<file path="config.mk">
export PLATFORM = sky130hd
export DESIGN_NAME = gpio_board_io
export DESIGN_NICKNAME = d
export VERILOG_FILES = /design/src/rtl/gpio_board_pkg.sv /design/src/rtl/key_debounce.sv /design/src/rtl/gpio_board_io.sv
export SDC_FILE = /design/constraint.sdc
export NUM_CORES = 1
export LEC_CHECK = 0
export CAP_MARGIN = 20
export CORE_ASPECT_RATIO = 0.5
export CORE_MARGIN = 2
export CORE_UTILIZATION = 45
export CTS_CLUSTER_SIZE = 14
export DETAILED_ROUTE_END_ITERATION = 8
export MAX_ROUTING_LAYER = met4
export PLACE_DENSITY = 0.68
export SETUP_SLACK_MARGIN = 0.2
export SYNTH_ARGS = -nofsm -noshare
export SYNTH_HDL_FRONTEND = slang
export SYNTH_SLANG_ARGS = --single-unit
</file>
<file path="constraint.sdc">
create_clock -name clk -period 3.2 [get_ports clk]
set_input_delay 0.64 -clock clk [delete_from_list [all_inputs] [get_ports clk]]
set_output_delay 0.64 -clock clk [all_outputs]
set_load 0.01 [all_outputs]
</file>
<file path="src/rtl/gpio_board_pkg.sv">
// Shared definitions for the board-side GPIO endpoint: gpio_in field positions,
// seven-segment decode, and the decimal converter's state type and BCD helper.
package gpio_board_pkg;

  localparam int SW_LSB  = 0;
  localparam int KEY_LSB = 18;
  localparam int CNT_LSB = 24;
  localparam int SW_W    = 18;

  typedef enum logic [1:0] {IDLE, SHIFT, DONE} conv_state_t;

  // Active-low segments, bit 0 = a ... bit 6 = g.
  function automatic logic [6:0] hex_to_seg_n(input logic [3:0] nib);
    logic [6:0] seg;
    case (nib)
      4'h0: seg = 7'h40;
      4'h1: seg = 7'h79;
      4'h2: seg = 7'h24;
      4'h3: seg = 7'h30;
      4'h4: seg = 7'h19;
      4'h5: seg = 7'h12;
      4'h6: seg = 7'h02;
      4'h7: seg = 7'h78;
      4'h8: seg = 7'h00;
      4'h9: seg = 7'h10;
      4'hA: seg = 7'h08;
      4'hB: seg = 7'h03;
      4'hC: seg = 7'h46;
      4'hD: seg = 7'h21;
      4'hE: seg = 7'h06;
      default: seg = 7'h0E;
    endcase
    return seg;
  endfunction

  // Double-dabble correction step: every BCD digit of 5 or more gets 3 added.
  function automatic logic [31:0] bcd_add3(input logic [31:0] bcd);
    logic [31:0] res;
    res = bcd;
    for (int d = 0; d < 8; d++) begin
      if (bcd[4*d +: 4] >= 4'd5) res[4*d +: 4] = bcd[4*d +: 4] + 4'd3;
    end
    return res;
  endfunction

endpackage

</file>
<file path="src/rtl/key_debounce.sv">
// One push-button: 2-flop synchronizer, stable-count debouncer and a one-cycle
// pulse on each accepted release-to-press transition.
module key_debounce #(
  parameter int DEBOUNCE_CYCLES = 500000
) (
  input  logic clk,
  input  logic rst,
  input  logic key_n,
  output logic level,
  output logic press
);

  localparam int CNT_W = $clog2(DEBOUNCE_CYCLES + 1);
  localparam logic [CNT_W-1:0] CNT_LAST = CNT_W'(DEBOUNCE_CYCLES - 1);

  logic             meta;
  logic             sync;
  logic [CNT_W-1:0] cnt;
  logic             accept;

  assign accept = (sync != level) && (cnt == CNT_LAST);
  assign press  = accept && sync;

  // Synced value is kept in pressed-high sense so level needs no later inversion.
  always_ff @(posedge clk) begin
    if (rst) begin
      meta  <= 1'b0;
      sync  <= 1'b0;
      cnt   <= '0;
      level <= 1'b0;
    end else begin
      meta <= ~key_n;
      sync <= meta;
      if (sync == level) begin
        cnt <= '0;
      end else if (accept) begin
        level <= sync;
        cnt   <= '0;
      end else begin
        cnt <= cnt + 1'b1;
      end
    end
  end

endmodule

</file>
<file path="src/rtl/gpio_board_io.sv">
// Board-side GPIO endpoint: switches/keys into gpio_in, gpio_out onto LEDs and a
// scanned 8-digit display. Define GPIO_DEC_DISPLAY_EN for decimal display mode.
module gpio_board_io
  import gpio_board_pkg::*;
#(
  parameter int DEBOUNCE_CYCLES = 500000,
  parameter int SCAN_CYCLES     = 50000
) (
  input  logic        clk,
  input  logic        rst,
  input  logic [17:0] sw,
  input  logic [3:0]  key_n,
  input  logic [31:0] gpio_out,
  output logic [31:0] gpio_in,
  output logic [17:0] ledr,
  output logic [6:0]  seg_n,
  output logic [7:0]  dig_n
);

  localparam int SCAN_W = $clog2(SCAN_CYCLES + 1);
  localparam logic [SCAN_W-1:0] SCAN_LAST = SCAN_W'(SCAN_CYCLES - 1);

  logic [17:0]       sw_meta;
  logic [17:0]       sw_sync;
  logic [3:0]        key_level;
  logic [3:0]        key_press;
  logic [2:0]        unused_press;
  logic [7:0]        press_cnt;
  logic [SCAN_W-1:0] scan_cnt;
  logic [2:0]        scan_idx;
  logic [31:0]       disp_reg;

  for (genvar i = 0; i < 4; i++) begin : g_key
    key_debounce #(.DEBOUNCE_CYCLES(DEBOUNCE_CYCLES)) u_key (
      .clk   (clk),
      .rst   (rst),
      .key_n (key_n[i]),
      .level (key_level[i]),
      .press (key_press[i])
    );
  end

  // Only KEY0 presses are counted.
  assign unused_press = key_press[3:1];

  always_ff @(posedge clk) begin
    if (rst) begin
      sw_meta   <= '0;
      sw_sync   <= '0;
      press_cnt <= '0;
      gpio_in   <= '0;
      ledr      <= '0;
    end else begin
      sw_meta <= sw;
      sw_sync <= sw_meta;
      if (key_press[0]) press_cnt <= press_cnt + 8'd1;
      gpio_in[SW_LSB +: SW_W]    <= sw_sync;
      gpio_in[KEY_LSB +: 4]      <= key_level;
      gpio_in[KEY_LSB + 4 +: 2]  <= 2'b00;
      gpio_in[CNT_LSB +: 8]      <= press_cnt;
      ledr <= gpio_out[17:0];
    end
  end

  // seg_n and dig_n come from the same index so they always switch together.
  always_ff @(posedge clk) begin
    if (rst) begin
      scan_cnt <= '0;
      scan_idx <= '0;
      seg_n    <= 7'h7F;
      dig_n    <= 8'hFF;
    end else begin
      dig_n <= ~(8'b1 << scan_idx);
      seg_n <= hex_to_seg_n(disp_reg[{scan_idx, 2'b00} +: 4]);
      if (scan_cnt == SCAN_LAST) begin
        scan_cnt <= '0;
        scan_idx <= scan_idx + 3'd1;
      end else begin
        scan_cnt <= scan_cnt + 1'b1;
      end
    end
  end

`ifdef GPIO_DEC_DISPLAY_EN
  conv_state_t conv_state;
  conv_state_t conv_next;
  logic [25:0] last_val;
  logic [25:0] bin_sh;
  logic [31:0] bcd_sh;
  logic [31:0] bcd_adj;
  logic [4:0]  bit_cnt;
  logic [5:0]  unused_gpio_hi;

  assign unused_gpio_hi = gpio_out[31:26];
  assign bcd_adj        = bcd_add3(bcd_sh);

  always_ff @(posedge clk) begin
    if (rst) conv_state <= IDLE;
    else     conv_state <= conv_next;
  end

  always_comb begin
    conv_next = conv_state;
    case (conv_state)
      IDLE:    if (gpio_out[25:0] != last_val) conv_next = SHIFT;
      SHIFT:   if (bit_cnt == 5'd25) conv_next = DONE;
      DONE:    conv_next = IDLE;
      default: conv_next = IDLE;
    endcase
  end

  // A change arriving mid-conversion is picked up by IDLE after DONE.
  always_ff @(posedge clk) begin
    if (rst) begin
      last_val <= '0;
      bin_sh   <= '0;
      bcd_sh   <= '0;
      bit_cnt  <= '0;
      disp_reg <= '0;
    end else begin
      case (conv_state)
        IDLE: begin
          if (gpio_out[25:0] != last_val) begin
            last_val <= gpio_out[25:0];
            bin_sh   <= gpio_out[25:0];
            bcd_sh   <= '0;
            bit_cnt  <= '0;
          end
        end
        SHIFT: begin
          bcd_sh  <= {bcd_adj[30:0], bin_sh[25]};
          bin_sh  <= {bin_sh[24:0], 1'b0};
          bit_cnt <= bit_cnt + 5'd1;
        end
        DONE:    disp_reg <= bcd_sh;
        default: ;
      endcase
    end
  end
`else
  always_ff @(posedge clk) begin
    if (rst) disp_reg <= '0;
    else     disp_reg <= gpio_out;
  end
`endif

endmodule
</file>
==> metrics.yaml <==
cts:
  clockBufferDepth: 3
  post_cts_resized: 0
  clock-sinks: 228
  cts_tree: "built"
  clock_latency_ns: 0.50
  cts_setup_buffers: 0
  root_buffer: "clkbuf_16"
  clk_pin_slew_worst_paths_ns: 0.06
  holdBufCountCts: 0
  cts_max_level: 1
  cts_inserted_buffers: 21
worst_setup_path:
  crit_top_cell: "o21ai_0"
  r2r_start: "scan_idx[1]"
  slowest_delay_ns: 0.65
  r2r_cells: 7
  rr_endpoint: "seg_n[6]"
  reg2reg_setup_slack_ns: 0.56
  crit_chain: "mux4_2 -> o21ai_0 -> inv_1 -> ha_1 -> nand2_1 -> o21ai_0 -> a221o_1"
  critPathLaunchType: "flip-flop"
  crit_required_ns: 3.58
  cp_max_fo: 11
  cp_data_arrival_time_ns: 3.02
  worstSetupPathType: "reg -> reg"
  cp_top_family: "compound AO/OA/AOI/OAI gates"
  crit_slowest_cell: "o21ai_0"
  endpoint_kind: "flip-flop"
  cp_num_buf_inv: 1
hold_path:
  holdPathStages: 1
  hp-start: "sw_meta[2]"
  hp-class: "reg -> reg"
  holdPathEnd: "sw_sync[2]"
layout:
  instances_no_fill: 1231
  num_antenna_cells: 0
  largestRegisters: "g_key.u_key.cnt x76, gpio_in x30"
  fill_cells: 1618
  final_cell_mix: "dfxtp_1, nor2_1, clkdlybuf4s50_1, nor2b_1, xor2_1"
  layout_commonest_cell: "dfxtp_1"
  nets: 1033
  largest_register: "g_key.u_key.cnt"
  finalInstanceArea_sq_um: 10390
  postLayoutCoreUtil: 0.5637
  drive_gt1_frac: 0.05247
  largest_register_ffs: 76
  area_growth_pct: 22.72
detailed_routing:
  via_per_inst: 4.725
  wl_um: 15820
  num_vias: 5816
  first_pass_iters: 4
  drt_iter0_drc: 243
  postRouteAntennaNets: 0
  route.detailed.drc: 0
  wl_per_cell_um: 12.85
timing:
  relSlewSlack: 0.4225
  hold_viol: 0
  setup_viol: 0
  fin_ws_ns: 0.5609
  finalWorstPathRequiredPeriod_ns: 2.639
  rsz0062_at_grt: "no"
  clock_skew_ns: 0.01345
  slew_viol_final: 0
  tightest_slew_ns: 0.8583
  final_min_period_over_clock_period: 0.8247
  whs_ns: 0.4331
  fin_setup_tns_ns: 0
  fmax_ghz: 0.3789
synth:
  ys_async_sr_fraction: 0
  synth_area_leaders: "dfxtp_1, nor2b_1, nor2_1"
  synth-seq-area-share: 0.5390
  synth_edf_count: 0
  syn-cell-area_sq_um: 8468
  synth_top_area_cell: "dfxtp_1"
  syn_inst: 861
  yosys_most_used_dff: "dfxtp_1"
  ys_ff_latch: 228
  yosysWarnings: 0
  syn_avg_cell_area_sq_um: 9.835
  synth_top_area_frac: 0.5390
  synthDistinctLibCells: 47
placement:
  dpl.hpwl_um: 11020
  finalWeightedCongestion: 0.8132
  dpl_cell_area_sq_um: 9741
  port_buffers: 118
  post-place-ws_ns: 0.5839
  place_inst: 1196
grt:
  grt_overflow: 0
  grt_pass1_vias: 5519
  grt_max_degree: 63
  grt_usage: 0.1647
  antenna_found_initial: 0
  grt_pass1_wl_um: 26140
job:
  max_cap_violations: 0
power_and_ir_drop:
  p_int_mw: 4.438
  power_switching_mw: 1.134
  comb_power_share: 0.046
  powerDensity_nw_per_um2: 536.2
  p_total_mw: 5.572
  total_leakage_power_nw: 3.760
  pwr-share-seq: 0.525
  p_clk_frac: 0.428
  ir_drop_mv: 0.3696
  p_sw_frac: 0.2035
floorplanning:
  start_util: 0.4593
  coreArea_sq_um: 18440
  rows: 35
  io_pins: 121
  die_h_um: 101
  die_x_um: 198
  die_area_sq_um: 20000
status:
  status: "finished, final reports clean"
-- Yosys cell counts, types with 2 or more instances --
library cell,instances
o21ai_0,7
a221o_1,4
ha_1,17
a22oi_1,2
mux2i_1,13
and2_1,3
nor2b_1,104
dfxtp_1,228
a21oi_1,3
and4_1,6
mux4_2,4
inv_1,20
or2_2,4
nand3_1,35
nor4_1,4
nand4_1,23
or3_1,6
xnor2_1,35
buf_4,20
and3_1,15
or4_1,4
nor4b_1,4
xor2_1,53
buf_2,4
clkbuf_1,21
nand2_1,50
nor4bb_1,2
nor2_1,135
mux2_2,6
nor3_1,12
-- worst register-to-register path: stages, from the launching register on --
cell,delay [ns]
dfxtp_1,0.58
mux4_2,0.37
o21ai_0,0.65
inv_1,0.15
ha_1,0.26
nand2_1,0.09
o21ai_0,0.10
a221o_1,0.32
-- how the worst max path moves through the flow --
stage	start	end	slack, ns	cells after the start
floorplan	scan_idx[0]	seg_n[6]	0.76	8
global placement	scan_idx[1]	seg_n[6]	0.73	7
detailed placement	scan_idx[1]	seg_n[6]	0.58	7
CTS	scan_idx[1]	seg_n[6]	0.59	7
global route	scan_idx[1]	seg_n[6]	0.31	7
finish	scan_idx[1]	seg_n[6]	0.56	7
-- cells by family (layout without fill, tap and decap cells) --
| logic type | after synthesis | in the layout | synth area share |
|---|---|---|---|
| and+or+nand+nor | 414 | 414 | 0.2509 |
| DFF | 228 | 228 | 0.5390 |
| xor gates and xnor gates | 88 | 88 | 0.09102 |
| buffers and inverters | 67 | 177 | 0.04004 |
| muxes | 24 | 24 | 0.03576 |
| AOI/OAI and AO/OA | 22 | 22 | 0.01773 |
| adders and majority gates | 17 | 17 | 0.02512 |
| other | 1 | 2 | 0.0004428 |
-- area by class of cell --
| class | count | area (sq um) | share of cell area |
|---|---|---|---|
| tap | 259 | 324.1 | 0.03118 |
| inverter | 20 | 75.07 | 0.007224 |
| timing repair buffer | 122 | 1209 | 0.1163 |
| clock inverter | 4 | 48.80 | 0.004695 |
| multi-input combinational | 567 | 3568 | 0.3434 |
| clock buffer | 31 | 603.1 | 0.05803 |
| sequential | 228 | 4564 | 0.4392 |
-- power groups by stage --
stage | Combinational [mW] | Sequential (mW) | Clock, mW
after global routing | 0.282 | 2.93 | 2.59
after detailed placement | 0.260 | 2.99 | 0
after floorplan | 0.130 | 2.99 | 0
after CTS | 0.262 | 2.93 | 2.46
final | 0.258 | 2.93 | 2.39
after global placement | 0.257 | 2.99 | 0
-- metal layers --
metal,share of wire,vias up,track usage
li1,-,2993,-
met1,0.46,2698,0.2016
met2,0.46,90,0.2703
met3,0.053,35,0.04550
met4,0.022,0,0.04338
met5,0,-,-
Power figures use the tool's default switching activity.
